<file path="src/rtl/jpeg_pkg.sv">
// Shared constants, FSM state type and bit-alignment helpers for the JPEG bitstream packer.
// Optional byte stuffing is selected with the JPEG_BYTE_STUFF_EN macro.
package jpeg_pkg;

  localparam int         BUF_W_DEFAULT    = 32;
  localparam int         MAX_CODE_BITS    = 16;
  localparam logic [7:0] JPEG_STUFF_BYTE  = 8'h00;
  localparam logic [7:0] JPEG_MARKER_BYTE = 8'hFF;

  typedef enum logic [1:0] {
    RUN   = 2'd0,
    PAD   = 2'd1,
    DRAIN = 2'd2,
    DONE  = 2'd3
  } jpeg_state_e;

  function automatic logic [4:0] clamp_bits(input logic [4:0] bits);
    return (bits > 5'(MAX_CODE_BITS)) ? 5'(MAX_CODE_BITS) : bits;
  endfunction

  // Left-align the masked code word, then slide it down behind the bits already held.
  function automatic logic [31:0] align_code(input logic [15:0] data, input logic [4:0] bits,
                                             input logic [5:0] fill);
    logic [31:0] mask;
    logic [31:0] left;
    mask = (32'h0000_0001 << bits) - 32'h0000_0001;
    left = ({16'h0000, data} & mask) << (6'd32 - {1'b0, bits});
    return left >> fill;
  endfunction

  function automatic logic [31:0] pad_ones(input logic [5:0] fill, input logic [5:0] fill_pad);
    return (32'hFFFF_FFFF >> fill) & ~(32'hFFFF_FFFF >> fill_pad);
  endfunction

endpackage

</file>
<file path="src/rtl/jpeg_bitstream_packer_stuffer.sv">
// Single-entry output byte register; inserts 0x00 after every emitted 0xFF when
// JPEG_BYTE_STUFF_EN is defined, otherwise passes bytes through unmodified.
module jpeg_byte_stuffer
  import jpeg_pkg::*;
(
  input  logic       clock,
  input  logic       reset_n,
  input  logic       in_valid,
  input  logic [7:0] in_data,
  output logic       in_ready,
  output logic       out_valid,
  output logic [7:0] out_data,
  input  logic       out_ready,
  output logic       stuff_pending
);

  logic       valid_r;
  logic [7:0] data_r;
  logic       fire_s;
  logic       need_stuff_s;

  assign fire_s = valid_r && out_ready;

`ifdef JPEG_BYTE_STUFF_EN
  logic pending_r;

  assign need_stuff_s  = fire_s && (data_r == JPEG_MARKER_BYTE);
  assign stuff_pending = pending_r;

  // Marks that the output register currently holds an inserted stuff byte.
  always_ff @(posedge clock or negedge reset_n) begin
    if (!reset_n) begin
      pending_r <= 1'b0;
    end else begin
      pending_r <= need_stuff_s || (pending_r && !fire_s);
    end
  end
`else
  assign need_stuff_s  = 1'b0;
  assign stuff_pending = 1'b0;
`endif

  // A stuff byte always wins over new accumulator data.
  assign in_ready  = (!valid_r || fire_s) && !need_stuff_s;
  assign out_valid = valid_r;
  assign out_data  = data_r;

  // Output byte register: load stuff, load new data, or empty on transfer.
  always_ff @(posedge clock or negedge reset_n) begin
    if (!reset_n) begin
      valid_r <= 1'b0;
      data_r  <= 8'h00;
    end else if (need_stuff_s) begin
      valid_r <= 1'b1;
      data_r  <= JPEG_STUFF_BYTE;
    end else if (in_valid && in_ready) begin
      valid_r <= 1'b1;
      data_r  <= in_data;
    end else if (fire_s) begin
      valid_r <= 1'b0;
    end
  end

endmodule

</file>
<file path="src/rtl/jpeg_bitstream_packer.sv">
// JPEG entropy-coded bit packer: MSB-first accumulator, 1-bit pad on flush, byte output.
// Byte stuffing after 0xFF is enabled by defining JPEG_BYTE_STUFF_EN.
module jpeg_bitstream_packer
  import jpeg_pkg::*;
#(
  parameter int BUF_W = BUF_W_DEFAULT
) (
  input  logic        clock,
  input  logic        reset_n,
  input  logic        code_valid,
  output logic        code_ready,
  input  logic [15:0] code_data,
  input  logic [4:0]  code_bits,
  input  logic        flush_req,
  output logic        byte_valid,
  input  logic        byte_ready,
  output logic [7:0]  byte_data,
  output logic        flush_done,
  output logic        busy
);

  jpeg_state_e      state_r, state_s;
  logic [BUF_W-1:0] acc_r, acc_s, merged_acc_s;
  logic [5:0]       fill_r, fill_s, merged_fill_s, pad_fill_s;
  logic [4:0]       bits_s;
  logic             ready_r;
  logic             code_fire_s;
  logic             in_valid_s, in_ready_s, pop_s;
  logic             stuff_pending_s;

  assign bits_s      = clamp_bits(code_bits);
  assign code_fire_s = code_valid && ready_r;
  assign pad_fill_s  = {fill_r[5:3] + {2'b00, |fill_r[2:0]}, 3'b000};

  // Merge the incoming code (or flush padding) and pop the oldest byte in the same cycle.
  always_comb begin
    merged_acc_s  = acc_r;
    merged_fill_s = fill_r;
    if (code_fire_s) begin
      merged_acc_s  = acc_r | align_code(code_data, bits_s, fill_r);
      merged_fill_s = fill_r + {1'b0, bits_s};
    end else if (state_r == PAD) begin
      merged_acc_s  = acc_r | pad_ones(fill_r, pad_fill_s);
      merged_fill_s = pad_fill_s;
    end else begin
      merged_acc_s  = acc_r;
      merged_fill_s = fill_r;
    end
    in_valid_s = (merged_fill_s >= 6'd8);
    pop_s      = in_valid_s && in_ready_s;
    if (pop_s) begin
      acc_s  = merged_acc_s << 4'd8;
      fill_s = merged_fill_s - 6'd8;
    end else begin
      acc_s  = merged_acc_s;
      fill_s = merged_fill_s;
    end
  end

  // Flush sequencing.
  always_comb begin
    state_s = state_r;
    case (state_r)
      RUN:     if (flush_req) state_s = PAD; else state_s = RUN;
      PAD:     state_s = DRAIN;
      DRAIN:   if ((fill_r == 6'd0) && !byte_valid && !stuff_pending_s) state_s = DONE;
               else state_s = DRAIN;
      DONE:    state_s = RUN;
      default: state_s = RUN;
    endcase
  end

  // State, accumulator and the registered code_ready derived from next-state values.
  always_ff @(posedge clock or negedge reset_n) begin
    if (!reset_n) begin
      state_r <= RUN;
      acc_r   <= {BUF_W{1'b0}};
      fill_r  <= 6'd0;
      ready_r <= 1'b0;
    end else begin
      state_r <= state_s;
      acc_r   <= acc_s;
      fill_r  <= fill_s;
      ready_r <= (state_s == RUN) && (fill_s <= 6'd16);
    end
  end

  jpeg_byte_stuffer u_stuffer (
    .clock         (clock),
    .reset_n       (reset_n),
    .in_valid      (in_valid_s),
    .in_data       (merged_acc_s[BUF_W-1 -: 8]),
    .in_ready      (in_ready_s),
    .out_valid     (byte_valid),
    .out_data      (byte_data),
    .out_ready     (byte_ready),
    .stuff_pending (stuff_pending_s)
  );

  assign code_ready = ready_r;
  assign flush_done = (state_r == DONE);
  assign busy       = (fill_r != 6'd0) || byte_valid || stuff_pending_s || (state_r != RUN);

endmodule

</file>
<file path="config.mk">
export PLATFORM = sky130hd
export DESIGN_NAME = jpeg_bitstream_packer
export DESIGN_NICKNAME = d
export VERILOG_FILES = /design/src/rtl/jpeg_pkg.sv /design/src/rtl/jpeg_bitstream_packer_stuffer.sv /design/src/rtl/jpeg_bitstream_packer.sv
export SDC_FILE = /design/constraint.sdc
export NUM_CORES = 1
export LEC_CHECK = 0
export ABC_AREA = 1
export CAP_MARGIN = 20
export CORE_MARGIN = 1.5
export CORE_UTILIZATION = 51
export DETAILED_ROUTE_END_ITERATION = 16
export GPL_TIMING_DRIVEN = 0
export PLACE_DENSITY = 0.7
export REMOVE_ABC_BUFFERS = 1
export SETUP_SLACK_MARGIN = 0.05
export SYNTH_ARGS = -nofsm -noshare
export SYNTH_HDL_FRONTEND = slang
export SYNTH_SLANG_ARGS = --single-unit
</file>
<file path="constraint.sdc">
create_clock -name clock -period 4.86 [get_ports clock]
set_input_delay 0.972 -clock clock [delete_from_list [all_inputs] [get_ports clock]]
set_output_delay 0.972 -clock clock [all_outputs]
set_load 0.01 [all_outputs]
</file>
# After elaboration in Yosys (flattened, before gate mapping)
# Cells that the tools add are included.
# classes
n_shift	5
eq_ne	3
bitwise_logic	5
magnitude_cmp	3
add_sub_neg	5
reduce_logical	16
muxes	12
# op_table
cell	count
32-bit 2-to-1 mux	3
32-bit OR	2
32-bit by 6-bit right shift with 32-bit output (first input constant)	2
16-bit by 32-bit bitwise AND with 32-bit output	1
32-bit bitwise AND	1
32-bit NOT	1
1-bit by 5-bit << shifter with 32-bit output (first input constant)	1
32-bit by 6-bit << shifter with 32-bit output	1
32-bit by 6-bit right shift with 32-bit output	1
32-bit by 1-bit subtractor with 32-bit output (second input constant)	1
6-bit 2-to-1 mux	3
2-bit one-hot mux with 4 select lines	1
6-bit by 5-bit adder with 6-bit output	1
6-bit by 4-bit greater-or-equal comparator with 1-bit output (second input constant)	1
6-bit by 5-bit <= comparator with 1-bit output (second input constant)	1
6-bit logical NOT	1
6-bit nonzero test	1
6-bit by 4-bit subtractor with 6-bit output (second input constant)	1
6-bit by 5-bit subtractor with 6-bit output (first input constant)	1
5-bit > comparator (second input constant)	1
1-bit logical AND	5
5-bit 2-to-1 mux	1
2-bit == test (second input constant)	2
2-bit logical NOT	2
other kinds (7)	13
# totals
inputBits	26
output_inout_bits	12
reg_bits	50
word_cells	55

# Depth between registers and ports, before layout
# depth
word_depth	10
ltp_mapped	33
depth_no_buf	30

# Cells and area by module
# A second synthesis with hierarchy kept.
# unflattened
cells_unflattened	1213
area_unflattened_um2	6786.5
# by_module_without_submodules
mod	cells_per_inst	n_inst	area_per_inst_um2	seq_area_each_um2
jpeg_bitstream_packer	1172	1	6407.4	1026.0
jpeg_byte_stuffer	41	1	379.1	225.2

# Worst setup path before layout
# No wires, ideal clock.
# synth_timing
kind	input-to-reg
start	input port code_bits[3]
end	register acc_r[8]
path_slack_ps	622
setup_ps	117
arrival_time_ps	4121
t_required_ps	4743
stages	31
cell_sequence	buf_4 inv_4 nand3_2 nand2_1 nand2_2 buf_4 buf_4 ha_1 ha_1 nand2_1 ha_1 nand3_4 or2_0 nand3_1 nand2_1 nand2_1 nand2_1 nand2_1 nand2_1 nand2_1 nand2_2 nand4_1 nand3_2 nand2_1 nand2_1 nand3_2 nand3_1 nand2_1 nand2_1 nand2_1 nand2_1
# synth_via
elab_chain_cells	10
# synth_lines
element	line	rtl
from (decl)	jpeg_bitstream_packer.sv:13	input logic [4:0] code_bits,
5-bit > comparator	jpeg_pkg.sv:18	return (bits > 5'(MAX_CODE_BITS)) ? 5'(MAX_CODE_BITS) : bits;
5-bit 2-to-1 mux *	jpeg_pkg.sv:18	
1-bit by 5-bit << shifter with 32-bit output	jpeg_pkg.sv:26	mask = (32'h0000_0001 << bits) - 32'h0000_0001;
32-bit by 1-bit subtractor with 32-bit output	jpeg_pkg.sv:26	
16-bit by 32-bit bitwise AND with 32-bit output	jpeg_pkg.sv:27	left = ({16'h0000, data} & mask) << (6'd32 - {1'b0, bits});
32-bit by 6-bit << shifter with 32-bit output	jpeg_pkg.sv:27	
32-bit by 6-bit right shift with 32-bit output	jpeg_pkg.sv:28	return left >> fill;
32-bit OR	jpeg_bitstream_packer.sv:40	merged_acc_s = acc_r | align_code(code_data, bits_s, fill_r);
32-bit 2-to-1 mux	jpeg_bitstream_packer.sv:39	if (code_fire_s) begin
32-bit 2-to-1 mux *	jpeg_bitstream_packer.sv:51	if (pop_s) begin
via acc_s[8]	jpeg_bitstream_packer.sv:23	logic [BUF_W-1:0] acc_r, acc_s, merged_acc_s;
to (signal assigned)	jpeg_bitstream_packer.sv:77	acc_r <= {BUF_W{1'b0}};
to (signal assigned)	jpeg_bitstream_packer.sv:82	acc_r <= acc_s;
to (decl)	jpeg_bitstream_packer.sv:23	
# Mark *: on every way through the listed nets, which the timed path passes. The rest lies on a longest branch.
# A chain may end at the register's enable or synchronous reset.

# Worst setup path in the final report
# layout_timing
start	input port code_bits[1]
end	register acc_r[15]
# Same word-level chain as after synthesis.

==> flow_metrics.tcl <==
set metrics [dict create \
    die_w_um 119 \
    core_area_um2 13200 \
    max_freq_mhz 215 \
    dp_hpwl_mm 16.8 \
    synth_edf_count 0 \
    netlist_area_um2 6860 \
    syn_to_final_growth_pct 14.1 \
    num_vias 8236 \
    crit_type "in2reg" \
    worst-path-max-fanout 15 \
    pin_count 38 \
    htree_num_levels 2 \
    drtIter0Drc 1005 \
    grt_overflow_total 0 \
    drv_cap 0 \
    cp.required_ns 5.05 \
    wl_per_cell_um 16.3 \
    yosysWarnings 0 \
    grt_pass1_vias 7237 \
    period_share_pct 95.6 \
    num_antenna_cells 0 \
    start_util_pct 52.0 \
    finalHoldViolations 0 \
    ys_async_sr_fraction_pct 100 \
    relSlewSlack_pct 26.4 \
    crit_path_top_delay_cell "o21ai_1" \
    synth.distinct_cells 47 \
    startpoint_type "input port" \
    cts.path.max_buffers 2 \
    power_leakage_nw 4.08 \
    globalplace.congestion 1.02 \
    cts.sinks 50 \
    slew_viol_final 0 \
    worstSkewPairLatency_ns 0.31 \
    worstSetupEndpointType "register" \
    reg2reg_setup_slack_ns 0.44 \
    cts.hold.buffers_added 0 \
    fillCellCount 1372 \
    hp-class "reg2reg" \
    ant_nets 0 \
    synthCells 1211 \
    min_period_ns 4.65 \
    layout_commonest_cell "nand2_1" \
    cp_cell_sequence "clkdlybuf4s50_1 -> nor2_2 -> nand3_2 -> nand2_4 -> nand2_8 -> ha_4 -> o21ai_1 -> inv_1 -> nor2_1 -> nand3_1 -> nand3_1 -> nand3_1 -> nand3_1 -> nand3_1 -> a21oi_1 -> nand2_1 -> nand2_1 -> nand2_1" \
    mostFrequentLayoutCells "nand2_1, nand3_1, inv_1" \
    via_per_inst 5.93 \
    tns_ns 0 \
    final_nets 1264 \
    ir_drop_v 0.000331 \
    grt_first_pass_wirelength_mm 36.1 \
    timing.critical_path.mode_cell "nand3_1" \
    status "finished, final reports clean" \
    clkSlewWorstSetupHoldPaths_ns 0.07 \
    final_util_pct 59.3 \
    cts_tree "built" \
    p_per_area_nw_per_um2 496 \
    avgSynthCellArea_um2 5.66 \
    antenna_found_initial 0 \
    die_y_um 119 \
    yosysSeqAreaShare_pct 18.2 \
    drt-total-wl_mm 22.7 \
    synth_top_flop_cell "dfrtp_1" \
    grt_max_degree 44 \
    ctsRootBufferMaster "clkbuf_16" \
    slowest_delay_ns 0.49 \
    dr.pass1.iters 6 \
    drive_gt1_share_pct 10.4 \
    tightestPinTransition_ns 1.10 \
    die-area_um2 14200 \
    worstPathArrival_ns 4.83 \
    grt_usage_pct 31.6 \
    cts_made_buffers 5 \
    row_count 42 \
    port_buffers 37 \
    setup_viol 0 \
    hold_slack_ns 0.487 \
    ys_seq_elements 50 \
    finalClockSkew_ns 0.00913 \
    drcViolationCount 0 \
]
## path summary, 6_finish.rpt
| check | startpoint | end | cells after the start |
|---|---|---|---|
| worst max register to register | fill_r[1] | u_stuffer.out_data[7] | 14 |
| worst min register to register | u_stuffer.out_data[2] | u_stuffer.out_data[2] | 2 |
| min in group asynchronous | reset_n | u_stuffer.out_data[5] | 1 |
| worst min-delay path | u_stuffer.out_data[2] | u_stuffer.out_data[2] | 2 |
| worst max-delay path | code_bits[1] | acc_r[15] | 18 |
| max in group asynchronous | reset_n | acc_r[7] | 2 |
## registers in the layout (all words and copies together), names as in the netlist
name and cells:
acc_r 32, u_stuffer.out_data 8, fill_r 6, state_r 2, code_ready 1, u_stuffer.out_valid 1
## cells in the mapped netlist, types with 2 or more instances
cell      number  area share [%]
inv_1         93             5.1
o21ai_1       10            0.73
dfrtp_1       50              18
nand3_2       17             2.5
buf_2         32             2.3
buf_1          7            0.38
buf_4          6            0.66
nor2_2         6            0.55
clkbuf_1      18            0.98
a21oi_1       43             3.1
ha_1          25             4.6
a31oi_1       10            0.91
nor3_1         2            0.15
nand3_1      282              21
o21bai_1       2            0.22
nand4_1       54             4.9
o21ai_0       19             1.4
nand4_2        4            0.73
o211ai_1       5            0.55
nand2_1      417              23
nor2_1        66             3.6
or2_1          2            0.18
nor2_4         2            0.33
nand2_2       13             1.2
inv_2          4            0.22
## layout make-up
class | instances | area (um2) | share of cell area [%]
clock buffer | 6 | 139 | 1.78
timing repair inverter | 5 | 36.3 | 0.464
tap | 176 | 220 | 2.81
sequential | 50 | 1250 | 16.0
clock inverter | 2 | 17.5 | 0.224
timing repair buffer | 52 | 591 | 7.55
inverter | 99 | 410 | 5.25
multi-input combinational | 999 | 5160 | 65.9
## repair_timing
action                                  CTS  global route
setup buffers                             2             6
gates resized for setup                  22            45
pin swaps                                 1            15
endpoints found under the setup margin   41            41
cloned                                    2             4
## stage by stage
stage / instances / setup slack (ns) / instance area, um2 / total power [mW]
floorplan: 1147 / -0.954 / 6550 / 2.52
global placement: 1360 / -3.27 / 7140 / 3.19
detailed placement: 1366 / -1.24 / 7280 / 3.33
CTS: 1378 / 0.0659 / 7530 / 3.74
global route: 1389 / -0.0472 / 7820 / 4.26
finish: 1389 / 0.215 / 7820 / 3.88
## report_power, final
part / internal (mW) / switching [mW] / leakage, nW
combinational: 0.957 / 1.85 / 3.35
clock: 0.207 / 0.166 / 0.0770
sequential: 0.558 / 0.149 / 0.658
## metal layers
metal	global-route usage [%]	vias to the layer above	wire length, um
met1	43.1	3807	10200
li1	-	4067	-
met3	6.18	34	1780
met2	51.1	328	10300
met5	0	-	0
met4	8.28	0	435
## critical path: cells and delay by family
kind / cells / cell delay (ns)
simple gates: 13 / 1.93
buf+inv: 2 / 0.94
compound gates: 2 / 0.74
fa+ha+maj: 1 / 0.23
## kinds of logic (layout without fill, tap and decap cells)
logic type | Yosys count | after routing | synth area share (%)
AND/OR/NAND/NOR | 870 | 871 | 58.2
buffers and inverters | 163 | 164 | 9.98
AO/OA/AOI/OAI | 100 | 100 | 8.48
XOR/XNOR | 2 | 2 | 0.255
flip-flops | 50 | 50 | 18.2
adder cells (fa/ha/maj) | 26 | 26 | 4.85
Note: power is estimated with default switching activity, not from simulation.
